File: config.mk
export PLATFORM = sky130hd
export DESIGN_NAME = fetch_group_decode
export DESIGN_NICKNAME = d
export VERILOG_FILES = /design/src/rtl/fetch_group_decode.sv
export SDC_FILE = /design/constraint.sdc
export NUM_CORES = 1
export LEC_CHECK = 0
export ABC_CLOCK_PERIOD_IN_PS = 2000
export CAP_MARGIN = 20
export CORE_UTILIZATION = 40
export CTS_CLUSTER_DIAMETER = 120
export DETAILED_ROUTE_END_ITERATION = 12
export PLACE_DENSITY = 0.86
export SETUP_SLACK_MARGIN = 0.05
export SYNTH_ARGS = -nofsm -noshare
export SYNTH_HDL_FRONTEND = slang
export SYNTH_SLANG_ARGS = --single-unit
File: constraint.sdc
create_clock -name clk -period 2 [get_ports clk]
set_input_delay 0.3 -clock clk [delete_from_list [all_inputs] [get_ports clk]]
set_output_delay 0.3 -clock clk [all_outputs]
set_load 0.01 [all_outputs]
File: src/rtl/fetch_group_decode.sv
// Fetch/pre-decode stage: fetches FETCH_W 16-bit instructions per cycle, holds them in one
// decode register and tags intra-group operand dependencies with ROB owner indices.
//   state  | meaning
//   RUN    | fetching one group per accepted handshake
//   HALTED | halt group captured; fetch frozen until redirect or reset
module fetch_group_decode #(
  parameter int FETCH_W   = 4,
  parameter int PC_W      = 16,
  parameter int ROB_IDX_W = 4
) (
  input  logic                          clk,
  input  logic                          rst_n,
  input  logic                          is_jump,
  input  logic [PC_W-1:0]               jump_target,
  output logic [FETCH_W*PC_W-1:0]       icache_pc,
  input  logic [FETCH_W*16-1:0]         icache_instr,
  input  logic [ROB_IDX_W-1:0]          rob_alloc_idx,
  output logic                          out_valid,
  input  logic                          out_ready,
  output logic [FETCH_W-1:0]            out_slot_valid,
  output logic [FETCH_W*PC_W-1:0]       out_pc,
  output logic [FETCH_W*4-1:0]          out_opcode,
  output logic [FETCH_W*4-1:0]          out_rt,
  output logic [FETCH_W*4-1:0]          out_ra,
  output logic [FETCH_W*4-1:0]          out_rb,
  output logic [FETCH_W-1:0]            out_a_dep,
  output logic [FETCH_W-1:0]            out_b_dep,
  output logic [FETCH_W*ROB_IDX_W-1:0]  out_a_owner,
  output logic [FETCH_W*ROB_IDX_W-1:0]  out_b_owner,
  output logic                          halted
);

  typedef enum logic {RUN = 1'b0, HALTED = 1'b1} mode_e;

  function automatic logic writes_rt(input logic [3:0] op);
    return (op == 4'h0) || (op == 4'h1) || (op == 4'h2) ||
           (op == 4'h4) || (op == 4'h5) || (op == 4'h6);
  endfunction

  function automatic logic uses_rb(input logic [3:0] op);
    return (op == 4'h0) || (op == 4'h1);
  endfunction

  mode_e                        mode_q, mode_d;
  logic [PC_W-1:0]              fetch_pc_q, fetch_pc_d;
  logic                         d_valid_q, d_valid_d;
  logic [FETCH_W-1:0][15:0]     d_instr_q, d_instr_d;
  logic [FETCH_W-1:0][PC_W-1:0] d_pc_q, d_pc_d;
  logic [FETCH_W-1:0]           d_slot_valid_q, d_slot_valid_d;

  logic                         capture;
  logic                         hit_halt;
  logic [FETCH_W-1:0]           fetch_slot_valid;
  logic [FETCH_W-1:0][PC_W-1:0] fetch_pc_vec;
  logic [FETCH_W-1:0]           slot_v;

  assign out_valid = d_valid_q & ~is_jump;
  assign capture   = (mode_q == RUN) & ~is_jump & (~d_valid_q | (out_valid & out_ready));
  assign slot_v    = d_slot_valid_q & {FETCH_W{d_valid_q}};

  // Slots after the first halt are dropped; the halt itself stays valid.
  always_comb begin
    hit_halt         = 1'b0;
    fetch_slot_valid = '0;
    fetch_pc_vec     = '0;
    icache_pc        = '0;
    for (int k = 0; k < FETCH_W; k++) begin
      fetch_pc_vec[k]               = fetch_pc_q + PC_W'(2 * k);
      icache_pc[k*PC_W +: PC_W]     = fetch_pc_vec[k];
      fetch_slot_valid[k]           = ~hit_halt;
      if (icache_instr[k*16+12 +: 4] == 4'hF) hit_halt = 1'b1;
    end
  end

  // FSM: state register
  always_ff @(posedge clk) begin
    if (!rst_n) mode_q <= RUN;
    else        mode_q <= mode_d;
  end

  // FSM: next state
  always_comb begin
    mode_d = mode_q;
    if (is_jump)                   mode_d = RUN;
    else if (capture && hit_halt)  mode_d = HALTED;
  end

  // FSM: outputs
  always_comb begin
    halted = (mode_q == HALTED);
  end

  always_comb begin
    fetch_pc_d     = fetch_pc_q;
    d_valid_d      = d_valid_q;
    d_instr_d      = d_instr_q;
    d_pc_d         = d_pc_q;
    d_slot_valid_d = d_slot_valid_q;
    if (is_jump) begin
      fetch_pc_d = jump_target;
      d_valid_d  = 1'b0;
    end else if (capture) begin
      fetch_pc_d     = fetch_pc_q + PC_W'(2 * FETCH_W);
      d_valid_d      = 1'b1;
      d_pc_d         = fetch_pc_vec;
      d_slot_valid_d = fetch_slot_valid;
      for (int k = 0; k < FETCH_W; k++) d_instr_d[k] = icache_instr[k*16 +: 16];
    end else if (out_valid && out_ready) begin
      d_valid_d = 1'b0;
    end
  end

  always_ff @(posedge clk) begin
    if (!rst_n) begin
      fetch_pc_q     <= '0;
      d_valid_q      <= 1'b0;
      d_instr_q      <= '0;
      d_pc_q         <= '0;
      d_slot_valid_q <= '0;
    end else begin
      fetch_pc_q     <= fetch_pc_d;
      d_valid_q      <= d_valid_d;
      d_instr_q      <= d_instr_d;
      d_pc_q         <= d_pc_d;
      d_slot_valid_q <= d_slot_valid_d;
    end
  end

  always_comb begin
    out_slot_valid = slot_v;
    out_pc         = '0;
    out_opcode     = '0;
    out_rt         = '0;
    out_ra         = '0;
    out_rb         = '0;
    for (int k = 0; k < FETCH_W; k++) begin
      out_pc[k*PC_W +: PC_W] = d_pc_q[k];
      out_opcode[k*4 +: 4]   = d_instr_q[k][15:12];
      out_rt[k*4 +: 4]       = d_instr_q[k][11:8];
      out_ra[k*4 +: 4]       = d_instr_q[k][7:4];
      out_rb[k*4 +: 4]       = d_instr_q[k][3:0];
    end
  end

  // Ascending scan so the youngest older writer wins.
  always_comb begin
    out_a_dep   = '0;
    out_b_dep   = '0;
    out_a_owner = '0;
    out_b_owner = '0;
    for (int k = 0; k < FETCH_W; k++) begin
      for (int i = 0; i < FETCH_W; i++) begin
        if ((i < k) && slot_v[k] && slot_v[i] && writes_rt(d_instr_q[i][15:12])) begin
          if (writes_rt(d_instr_q[k][15:12]) && (d_instr_q[i][11:8] == d_instr_q[k][7:4])) begin
            out_a_dep[k]                          = 1'b1;
            out_a_owner[k*ROB_IDX_W +: ROB_IDX_W] = rob_alloc_idx + ROB_IDX_W'(i);
          end
          if (uses_rb(d_instr_q[k][15:12]) && (d_instr_q[i][11:8] == d_instr_q[k][3:0])) begin
            out_b_dep[k]                          = 1'b1;
            out_b_owner[k*ROB_IDX_W +: ROB_IDX_W] = rob_alloc_idx + ROB_IDX_W'(i);
          end
        end
      end
    end
  end

endmodule

==> results_dict.tcl, run 1 <==
set metrics [dict create \
    synthXorXnorAreaFrac_pct 11.07 \
    worstHoldPathCells 3 \
    clk_transition_reported_paths_ns 0.06 \
    post_dp_cell_area_um2 12130 \
    worst_setup_path_end_kind "primary output" \
    final_min_period_over_clock_period_pct 130.7 \
    criticalPathCategory "reg2out" \
    setup_ws_ns -0.6141 \
    critPathRequiredTime_ns 1.70 \
    placementRows 50 \
    rsz_0062_raised_after_global_routing "true" \
    dominant_combinational_cell_family_by_area_after_synthesis "simple AND/OR/NAND/NOR gates" \
    number_of_global_route_vias_before_repair 9481 \
    antenna_cells 0 \
    numCtsBuffers 17 \
    yosysWarnings 0 \
    drt.antenna.violating_nets 0 \
    worstSetupPathDepth 7 \
    seqCellArea_um2 2962 \
    cp_slowest_stage_delay_ns 0.52 \
    layout-drive-gt1-share_pct 38.90 \
    grt_first_pass_wirelength_um 51070 \
    multiInputGateArea_um2 5520 \
    core_area_um2 18640 \
    clock_latency_ns 0.43 \
    critical_path_peak_fanout 3 \
    synthesis.instances 966 \
    track_usage_pct 33.90 \
    io_pins 326 \
    clock_tree.buffer_depth 2 \
    synth-edff-count 0 \
    max_cap_viol_count 0 \
    worst_r2r_setup_slack_ns -0.12 \
    cts-htree-levels 4 \
    finalWirelength_um 39620 \
    power.leakage_nw 6.619 \
    final.min_clock_period_ns 2.614 \
    standard_cell_with_the_maximum_stage_delay_on_the_critical_path "sky130_fd_sc_hd__a2111o_1" \
    worstPathArrival_ns 2.31 \
    hold_viol_final 0 \
    drt_iter0_drc 698 \
    worst_clock_skew_ns 0.02162 \
    routabilityCongestion 0.9565 \
    post_synth_num_cell_types 51 \
    grt_overflow 0 \
    via_count 9780 \
    dpl.hpwl_um 21120 \
    worst_r2r_path_depth 12 \
    synth_seq_cells 145 \
    critical_path.cell_chain "a2111o_1, nor4_4, buf_4, nor2_1, o21a_1, nor3_2, buf_2" \
    syn_to_final_growth_pct 96.59 \
    die_height_um 139.8 \
    synth_top_flop_cell "sky130_fd_sc_hd__dfxtp_1" \
    worstHoldPathType "in2reg" \
    num-nets-final 1591 \
    power_per_cell_area_nw_per_um2 613.0 \
    cell_family_with_the_largest_share_of_critical_path_delay "compound AO/OA/AOI/OAI gates" \
    vdd_ir_drop_max_mv 0.6266 \
    yosys-mux-area-fraction_pct 1.055 \
    clockRootBuffer "sky130_fd_sc_hd__clkbuf_16" \
    numClockSinks 145 \
    final_max_slew_viol_count 0 \
    final_design_area_no_fill_um2 14930 \
    drc_errors 0 \
    cell_area_synth_um2 7592 \
    ctsHoldBuffers 0 \
    wl_per_cell_um 22.73 \
    maximum_number_of_pins_on_one_net_before_global_route_repair 77 \
    outcome "complete, but fails checks" \
    violations "setup timing" \
    path_buf_inv 2 \
    tritoncts_clock_tree "done" \
    report.final.setup_viol 72 \
    timing.critical_path.from_type "flip-flop" \
    synth-adder-area-share_pct 1.154 \
    i_o_buffers 315 \
    timing.fmax_ghz 0.3825 \
    die_area_um2 19540 \
    tns_ns -23.20 \
    async_flop_share_pct 0 \
    post_drt_via_cell_ratio 5.611 \
    yosysSeqAreaShare_pct 38.23 \
    length_of_the_first_detailed_routing_pass_in_iterations 5 \
    layout.filler_cells 994 \
    syn-mean-instance-area_um2 7.860 \
    synth_compound_gate_area_share_pct 14.04 \
    synth_simple_gate_area_share_pct 26.88 \
    die_w_um 139.8 \
    initial_antenna_violation_count 0 \
    initial_core_util_pct 40.72 \
]
## repair_timing
item,CTS,global route
setup endpoints to repair,79,84
cloned,0,1
setup buffers,86,48
gates resized for setup,478,196
pin swaps,69,84
## metal layers
layer  wire [um]  vias up  global-route usage [%]  share of wire [%]
met5           0        -                       0                  0
met4        2861        0                   22.21                7.2
met3        3876      232                   8.706                9.8
met2       19610      743                   61.63                 49
met1       13270     4640                   34.24                 33
li1            -     4165                       -                  -
## path summary, 6_finish.rpt
check                                                 from                          to
worst min-delay path                                 rst_n     out_pc[45]$_SDFFE_PN0P_
worst min register to register  out_opcode[2]$_SDFFE_PN0P_  out_opcode[2]$_SDFFE_PN0P_
worst max-delay path            out_opcode[0]$_SDFFE_PN0P_             out_b_owner[15]
worst max register to register  fetch_pc_q[3]$_SDFFE_PN0N_     out_pc[46]$_SDFFE_PN0P_
## sequential cells by signal, indices dropped and copies added, names as in the netlist
| signal | cells |
|---|---|
| d_valid_q | 1 |
| out_pc | 59 |
| fetch_pc_q | 16 |
| d_slot_valid_q | 4 |
| out_rt | 16 |
| out_rb | 16 |
| out_ra | 16 |
| halted | 1 |
| out_opcode | 16 |
## through the flow
stage	hold WS, ns	util (%)	total power, W	cells	worst slack, ns
after floorplan	0.4348	-	0.004175	975	0.05149
after global placement	0.4416	65.06	0.005373	1609	-0.4632
after detailed placement	0.4479	65.06	0.005405	1609	-0.4790
after CTS	0.2979	74.26	0.008710	1718	-0.5677
after global routing	0.3409	80.06	0.009408	1743	-0.7103
final	0.3321	80.06	0.009149	1743	-0.6141
## Yosys cell counts (7+ instances only)
| master | instances | area (um2) |
|---|---|---|
| sky130_fd_sc_hd__nand2_1 | 227 | 852.1 |
| sky130_fd_sc_hd__dfxtp_1 | 145 | 2903 |
| sky130_fd_sc_hd__nor2_1 | 102 | 382.9 |
| sky130_fd_sc_hd__a21boi_0 | 74 | 555.5 |
| sky130_fd_sc_hd__clkbuf_1 | 55 | 206.5 |
| sky130_fd_sc_hd__xnor2_1 | 49 | 429.2 |
| sky130_fd_sc_hd__xor2_1 | 47 | 411.6 |
| sky130_fd_sc_hd__o21ai_0 | 35 | 175.2 |
| sky130_fd_sc_hd__nor3b_1 | 28 | 210.2 |
| sky130_fd_sc_hd__and2_1 | 21 | 131.4 |
| sky130_fd_sc_hd__buf_4 | 21 | 157.7 |
| sky130_fd_sc_hd__a21oi_1 | 18 | 90.09 |
| sky130_fd_sc_hd__a21boi_1 | 10 | 75.07 |
| sky130_fd_sc_hd__nand4_1 | 10 | 62.56 |
| sky130_fd_sc_hd__nor4_1 | 10 | 62.56 |
| sky130_fd_sc_hd__inv_1 | 9 | 33.78 |
| sky130_fd_sc_hd__nand3_1 | 9 | 45.04 |
| sky130_fd_sc_hd__nor2b_1 | 9 | 56.30 |
| sky130_fd_sc_hd__mux2i_1 | 8 | 80.08 |
| sky130_fd_sc_hd__nor3_1 | 8 | 40.04 |
| sky130_fd_sc_hd__ha_1 | 7 | 87.58 |
## cell usage in the layout, fill, tap and decap left out, drive strengths merged, types with 11 or more instances in the layout
cell,count
buf,347
clkdlybuf4s50,230
nand2,227
dfxtp,145
nor2,102
a21boi,84
xnor2,49
xor2,47
o21ai,37
nor3b,28
and2,21
clkbuf,20
a21oi,18
inv,15
nor4,11
## power by group
group	switching [W]	internal, W	leakage, nW	total [W]
clock	0.00145	0.00180	0.271	0.00325
combinational	0.00129	0.00135	5.14	0.00264
sequential	0.000179	0.00308	1.21	0.00326
## tightest hold or removal path, delay by kind of cell
family                 cells  cell delay (ns)
AND/OR/NAND/NOR            1             0.04
buffers and inverters      1             0.23
AO/OA/AOI/OAI              1             0.13
## layout make-up
cell class | count | share of cell area, %
flip-flops and latches | 145 | 19.84
clock buffers | 19 | 3.035
inverters | 11 | 0.3437
clock inverters | 13 | 0.8551
multi-input cells | 727 | 36.99
well taps | 234 | 1.962
repair buffers | 594 | 36.98
## logic make-up after synthesis
kind of cell             after synthesis
XOR/XNOR                              96
other                                  1
AND/OR/NAND/NOR                      447
multiplexers                           8
flip-flops                           145
buffers and inverters                103
AO/OA/AOI/OAI                        159
adder cells (fa/ha/maj)                7
Note: power is estimated with default switching activity, not from simulation.
==> inputs of run 2 (changes only) <==
--- a/config.mk
+++ b/config.mk
@@ -5,9 +5,10 @@
 export SDC_FILE = /design/constraint.sdc
 export NUM_CORES = 1
 export LEC_CHECK = 0
-export ABC_CLOCK_PERIOD_IN_PS = 2000
+export ABC_CLOCK_PERIOD_IN_PS = 3100
 export CAP_MARGIN = 20
 export CORE_UTILIZATION = 40
+export CTS_BUF_LIST = sky130_fd_sc_hd__clkbuf_4 sky130_fd_sc_hd__clkbuf_8 sky130_fd_sc_hd__clkbuf_16
 export CTS_CLUSTER_DIAMETER = 120
 export DETAILED_ROUTE_END_ITERATION = 12
 export PLACE_DENSITY = 0.86
==> constraint.sdc (replaced) <==
create_clock -name clk -period 3.1 [get_ports clk]
set_input_delay 0.465 -clock clk [delete_from_list [all_inputs] [get_ports clk]]
set_output_delay 0.465 -clock clk [all_outputs]
set_load 0.01 [all_outputs]
==> run 2 against run 1 <==
Against the previous run:
- the run still ends with setup timing left
- cell area down 20%
- critical path depth down 2
- hold slack better by 0.12 ns
- worst setup slack better by 0.61 ns
- flip-flop and latch count unchanged
- die area unchanged
- wire length down 30%
- first-iteration DRC count down 40%
- global-route usage down 6.0 points
==> results_dict.tcl, run 2 (synthesis gave the netlist of run 1 again) <==
set metrics [dict create \
    outcome "complete, but fails checks" \
    violations "setup timing" \
    syn_to_final_growth_pct 57.10 \
    track_usage_pct 27.91 \
    setup_ws_ns -0.00006017 \
    reg2reg_to "fetch_pc_q[14]$_SDFFE_PN0N_" \
    worstSetupStartpoint "out_opcode[0]$_SDFFE_PN0P_" \
    length_of_the_first_detailed_routing_pass_in_iterations 5 \
    total_power_w 0.005544 \
    critPathRequiredTime_ns 2.63 \
    clk_transition_reported_paths_ns 0.06 \
    critical_path.cell_chain "a2111o_1, buf_4, nor4_2, buf_4, clkdlybuf4s50_1" \
    cp-endpoint "out_a_dep[1]" \
    clock_tree.buffer_depth 2 \
    final_util_pct 63.98 \
    clock_latency_ns 0.43 \
    via_count 7830 \
    critPathMostFrequentCell "sky130_fd_sc_hd__buf_4" \
    antenna_cells 0 \
    cp_slowest_stage_delay_ns 0.54 \
    grt_overflow 0 \
    clockRootBuffer "sky130_fd_sc_hd__clkbuf_16" \
    dpl.hpwl_um 20020 \
    max_cap_viol_count 0 \
    drc_errors 0 \
    post_drt_via_cell_ratio 5.128 \
    criticalPathCategory "reg2out" \
    standard_cell_with_the_maximum_stage_delay_on_the_critical_path "sky130_fd_sc_hd__a2111o_1" \
    critical_path_peak_fanout 5 \
    i_o_buffers 315 \
    io_pins 326 \
    die_area_um2 19540 \
    vdd_ir_drop_max_mv 0.3809 \
    wl_per_cell_um 18.14 \
    finalWirelength_um 27700 \
    worstPathArrival_ns 2.64 \
    worst_r2r_path_depth 6 \
    final_max_slew_viol_count 0 \
    worstSetupPathDepth 5 \
    routabilityCongestion 0.9869 \
    power_per_cell_area_nw_per_um2 464.8 \
    die_height_um 139.8 \
    numClockSinks 145 \
    num-nets-final 1376 \
    drt.antenna.violating_nets 0 \
    mostFrequentLayoutCell "sky130_fd_sc_hd__clkdlybuf4s50_1" \
    tritoncts_clock_tree "done" \
    die_w_um 139.8 \
    cts-htree-levels 4 \
    drt_iter0_drc 417 \
    number_of_flip_flops_in_the_largest_register 59 \
    cell_family_with_the_largest_share_of_critical_path_delay "buffers and inverters" \
    worst_r2r_setup_slack_ns 0.99 \
    detailedPlace.worstSlack_ns 0.2250 \
    timing.fmax_ghz 0.3226 \
    mostFrequentLayoutCells "sky130_fd_sc_hd__clkdlybuf4s50_1 (294), sky130_fd_sc_hd__nand2_1 (224), sky130_fd_sc_hd__dfxtp_1 (132)" \
    core_area_um2 18640 \
    path_buf_inv 3 \
    worst_setup_path_end_kind "primary output" \
    placementRows 50 \
    final.min_clock_period_ns 3.100 \
    final_min_period_over_clock_period_pct 100.0 \
    timing.critical_path.from_type "flip-flop" \
    maximum_number_of_pins_on_one_net_before_global_route_repair 89 \
    worst_pin_slew_ns 0.6872 \
    crit-reg2reg-launch "fetch_pc_q[11]$_SDFFE_PN0N_" \
    worstHoldPathType "reg2reg" \
    worst_clock_skew_ns 0.008449 \
    number_of_global_route_vias_before_repair 7684 \
    initial_antenna_violation_count 0 \
    hold_viol_final 0 \
    numCtsBuffers 17 \
    report.final.setup_viol 1 \
    layout-drive-gt1-share_pct 11.68 \
    grt_first_pass_wirelength_um 42560 \
    worst_slew_margin_rel_pct 54.19 \
    initial_core_util_pct 40.72 \
    power.leakage_nw 4.851 \
]
-- run 2: cell count changes in the layout (fill, tap and decap cells not counted), moves of 17 or more --
cell	before	now
sky130_fd_sc_hd__buf_4	206	61
sky130_fd_sc_hd__buf_6	79	1
sky130_fd_sc_hd__clkdlybuf4s50_1	230	294
sky130_fd_sc_hd__buf_2	43	0
sky130_fd_sc_hd__nor2_1	75	101
sky130_fd_sc_hd__xnor2_1	24	48
sky130_fd_sc_hd__nor2_4	24	1
sky130_fd_sc_hd__nand2_1	205	224
sky130_fd_sc_hd__xor2_1	30	47
-- run 2: worst min-delay path by stage --
stage                                    start                         end  slack (ns)  cells past startpoint
floorplan           out_opcode[2]$_SDFFE_PN0P_  out_opcode[2]$_SDFFE_PN0P_        0.48                      2
global placement        out_pc[7]$_SDFFE_PN0P_      out_pc[7]$_SDFFE_PN0P_        0.44                      2
detailed placement      out_pc[2]$_SDFFE_PN0P_      out_pc[2]$_SDFFE_PN0P_        0.45                      2
CTS                     out_pc[2]$_SDFFE_PN0P_      out_pc[2]$_SDFFE_PN0P_        0.46                      2
global route            out_pc[2]$_SDFFE_PN0P_      out_pc[2]$_SDFFE_PN0P_        0.48                      2
finish                  out_pc[2]$_SDFFE_PN0P_      out_pc[2]$_SDFFE_PN0P_        0.46                      2
-- run 2: through the flow --
step / std cells / cell area (um2) / setup TNS [ns] / hold WS, ns
floorplan: 975 / 7626 / 0 / 0.4792
global placement: 1474 / 10920 / 0 / 0.4403
detailed placement: 1474 / 10920 / 0 / 0.4507
CTS: 1519 / 11780 / 0 / 0.4588
global route: 1527 / 11930 / -0.05227 / 0.4788
finish: 1527 / 11930 / -0.00006017 / 0.4552
-- run 2: final cells by class --
type	count	area, um2
inverters	11	48.80
fillers	1528	6715
repair buffers	379	3677
well taps	234	292.8
clock buffers	19	440.4
clock inverters	12	182.7
multi-input cells	727	4367
flip-flops and latches	145	2919
-- run 2: routing by layer --
layer / GRT usage (%) / up-vias / routed length (um)
met4: 11.63 / 0 / 897
met5: 0 / - / 0
met3: 7.639 / 58 / 2364
li1: - / 3746 / -
met1: 31.21 / 3654 / 10670
met2: 49.68 / 372 / 13770
-- run 2: tightest hold or removal path, delay by kind of cell, from the launching register on --
family	cells	cell delay [ns]
and+or+nand+nor	1	0.05
DFF	1	0.31
AOI/OAI and AO/OA	1	0.05
-- run 2: where the power goes --
part           switching (W)  internal, W  leakage, nW  total, W
sequential          0.000125      0.00199         1.20   0.00212
combinational       0.000584     0.000624         3.36   0.00121
clock               0.000853      0.00137        0.297   0.00222
total                0.00156      0.00398         4.85   0.00554
-- run 2: what timing repair did --
item	in CTS	in global routing
setup endpoints to repair	32	34
setup buffers	14	8
gates cloned	0	0
gates resized for setup	47	28
hold buffers	0	0
pin swaps	6	6
==> inputs of run 3 (changes only) <==
--- a/config.mk
+++ b/config.mk
@@ -7,12 +7,14 @@
 export LEC_CHECK = 0
 export ABC_CLOCK_PERIOD_IN_PS = 3100
 export CAP_MARGIN = 20
+export CORE_ASPECT_RATIO = 1.75
 export CORE_UTILIZATION = 40
 export CTS_BUF_LIST = sky130_fd_sc_hd__clkbuf_4 sky130_fd_sc_hd__clkbuf_8 sky130_fd_sc_hd__clkbuf_16
 export CTS_CLUSTER_DIAMETER = 120
 export DETAILED_ROUTE_END_ITERATION = 12
 export PLACE_DENSITY = 0.86
 export SETUP_SLACK_MARGIN = 0.05
+export SLEW_MARGIN = 10
 export SYNTH_ARGS = -nofsm -noshare
 export SYNTH_HDL_FRONTEND = slang
 export SYNTH_SLANG_ARGS = --single-unit
==> run 3 against run 2 <==
Against the previous run:
- hold slack improved by 0.0046 ns
- critical path depth grew 5
- power down 4.5%
- clock skew up 0.0012 ns
- worst setup slack improved by 0.099 ns
- the run now ends clean
- flip-flop and latch count is the same
- highest routed layer unchanged
- global-route usage increased by 1.5 points
- sequential share of layout area is essentially flat
- utilization is 0.48 points higher
- maximum frequency increased by 3.3%
==> results_dict.tcl, run 3 (synthesis gave the netlist of run 1 again) <==
set metrics [dict create \
    outcome "complete, no violations" \
    vdd_ir_drop_max_mv 0.3287 \
    wl_per_cell_um 19.14 \
    max_cap_viol_count 0 \
    layout.filler_cells 1483 \
    drc_errors 0 \
    rsz_0062_raised_after_global_routing "true" \
    grt_overflow 0 \
    drt_iter0_drc 337 \
    antenna_cells 0 \
    number_of_global_route_vias_before_repair 7782 \
    hold_viol_final 0 \
    io_pins 326 \
    critPathRequiredTime_ns 2.63 \
    clk_transition_reported_paths_ns 0.07 \
    post_drt_via_cell_ratio 5.173 \
    numClockSinks 145 \
    seqCellArea_um2 2927 \
    worstHoldPathType "reg2reg" \
    report.final.setup_viol 0 \
    multiInputGateArea_um2 4400 \
    final_util_pct 64.46 \
    final.min_clock_period_ns 3.002 \
    drt.antenna.violating_nets 0 \
    die_height_um 184.3 \
    layout.cells.non_filler 1541 \
    maximum_number_of_pins_on_one_net_before_global_route_repair 79 \
    clock_latency_ns 0.42 \
    cts-htree-levels 4 \
    final_min_period_over_clock_period_pct 96.82 \
    syn_to_final_growth_pct 57.75 \
    place_inst 1483 \
    via_count 7971 \
    worst_pin_slew_ns 0.6552 \
    placementRows 66 \
    number_of_flip_flops_in_the_largest_register 59 \
    layout-drive-gt1-share_pct 12.82 \
    final_max_slew_viol_count 0 \
    die_area_um2 19560 \
    critical_path_peak_fanout 5 \
    power.leakage_nw 4.899 \
    mostFrequentLayoutCell "sky130_fd_sc_hd__clkdlybuf4s50_1" \
    timing.fmax_ghz 0.3332 \
    clock_tree.buffer_depth 2 \
    clockRootBuffer "sky130_fd_sc_hd__clkbuf_16" \
    mostFrequentLayoutCells "sky130_fd_sc_hd__clkdlybuf4s50_1 (292), sky130_fd_sc_hd__nand2_1 (224), sky130_fd_sc_hd__dfxtp_1 (128)" \
    i_o_buffers 315 \
    routabilityCongestion 1.071 \
    numCtsBuffers 17 \
    holdWs_ns 0.4598 \
    dpl.hpwl_um 21450 \
    grt_first_pass_wirelength_um 43700 \
    timing.critical_path.from_type "flip-flop" \
    num-nets-final 1385 \
    initial_antenna_violation_count 0 \
    criticalPathCategory "reg2out" \
    track_usage_pct 29.38 \
    die_w_um 106.1 \
    length_of_the_first_detailed_routing_pass_in_iterations 5 \
    worstPathArrival_ns 2.54 \
    worst_setup_path_end_kind "primary output" \
    finalWirelength_um 29500 \
    power_per_cell_area_nw_per_um2 442.1 \
    tritoncts_clock_tree "done" \
    worst_clock_skew_ns 0.009634 \
    worst_slew_margin_rel_pct 56.32 \
    core_area_um2 18580 \
    initial_core_util_pct 40.86 \
]
-- run 3: changes by cell type in the layout (fill, tap and decap cells not counted), moves of 2 or more --
cell	change
sky130_fd_sc_hd__a21oi_1	+2
sky130_fd_sc_hd__a21oi_2	-3
sky130_fd_sc_hd__buf_4	+9
sky130_fd_sc_hd__bufinv_16	-3
sky130_fd_sc_hd__clkdlybuf4s50_1	-2
sky130_fd_sc_hd__clkinv_2	+4
sky130_fd_sc_hd__clkinv_4	+2
sky130_fd_sc_hd__dfxtp_1	-4
sky130_fd_sc_hd__dfxtp_2	+3
sky130_fd_sc_hd__dlymetal6s2s_1	+2
sky130_fd_sc_hd__xor2_1	-2
sky130_fd_sc_hd__xor2_2	+2
-- run 3: layer usage --
metal	global-route usage (%)	vias up	share of wire, %
met4	18.17	0	6.7
met3	5.446	109	5.7
met5	0	-	0
li1	-	3765	-
met1	28.55	3724	34
met2	56.08	373	54
-- run 3: worst paths after layout --
kind | end | startpoint | slack, ns | depth (start not counted)
max | out_a_owner[9] | d_valid_q$_SDFFE_PP0P_ | 0.1 | 10
min | out_pc[5]$_SDFFE_PN0P_ | out_pc[5]$_SDFFE_PN0P_ | 0.46 | 2
max reg2reg | out_pc[60]$_SDFFE_PN0P_ | fetch_pc_q[3]$_SDFFE_PN0N_ | 1.00 | 10
min reg2reg | out_pc[5]$_SDFFE_PN0P_ | out_pc[5]$_SDFFE_PN0P_ | 0.46 | 2
-- run 3: timing repair --
| action | CTS | global route |
|---|---|---|
| pin swaps | 7 | 8 |
| buffers inserted | 15 | 11 |
| resized for setup | 50 | 36 |
| cloned | 0 | 0 |
| hold buffers | 0 | 0 |
| hold endpoints to repair | 0 | 0 |
| endpoints found under the setup margin | 35 | 33 |
-- run 3: stage by stage --
| step | cell area (um2) | setup slack [ns] | total power, W | TNS, ns |
|---|---|---|---|---|
| 2_1_floorplan | 7626 | 0.8327 | 0.002680 | 0 |
| 3_3_place_gp | 10970 | -0.01783 | 0.003290 | -0.01783 |
| 3_5_place_dp | 10970 | 0.01525 | 0.003305 | 0 |
| 4_1_cts | 11770 | -0.06516 | 0.005292 | -0.06516 |
| 5_1_grt | 11980 | -0.005027 | 0.005501 | -0.005027 |
| 6_report | 11980 | 0.09845 | 0.005295 | 0 |
-- run 3: worst max-delay path: stages, from the launching register on --
cell                              delay (ns)
sky130_fd_sc_hd__dfxtp_1                0.34
sky130_fd_sc_hd__buf_4                  0.16
sky130_fd_sc_hd__nand2_2                0.10
sky130_fd_sc_hd__a211oi_2               0.15
sky130_fd_sc_hd__buf_4                  0.16
sky130_fd_sc_hd__nand4_1                0.17
sky130_fd_sc_hd__a21oi_4                0.19
sky130_fd_sc_hd__buf_4                  0.14
sky130_fd_sc_hd__nand2_1                0.05
sky130_fd_sc_hd__o21ai_0                0.08
sky130_fd_sc_hd__clkdlybuf4s50_1        0.56
-- run 3: cell type report --
type | instances | share of cell area (%)
sequential | 145 | 24.44
clock buffer | 19 | 3.677
timing repair buffer | 388 | 31.30
multi-input combinational | 727 | 36.74
tap | 238 | 2.486
clock inverter | 13 | 0.9507
inverter | 11 | 0.4074
-- run 3: where the power goes --
group	switching, W	internal, W
registers	0.000132	0.00199
logic	0.000587	0.000625
clock network	0.000838	0.00112
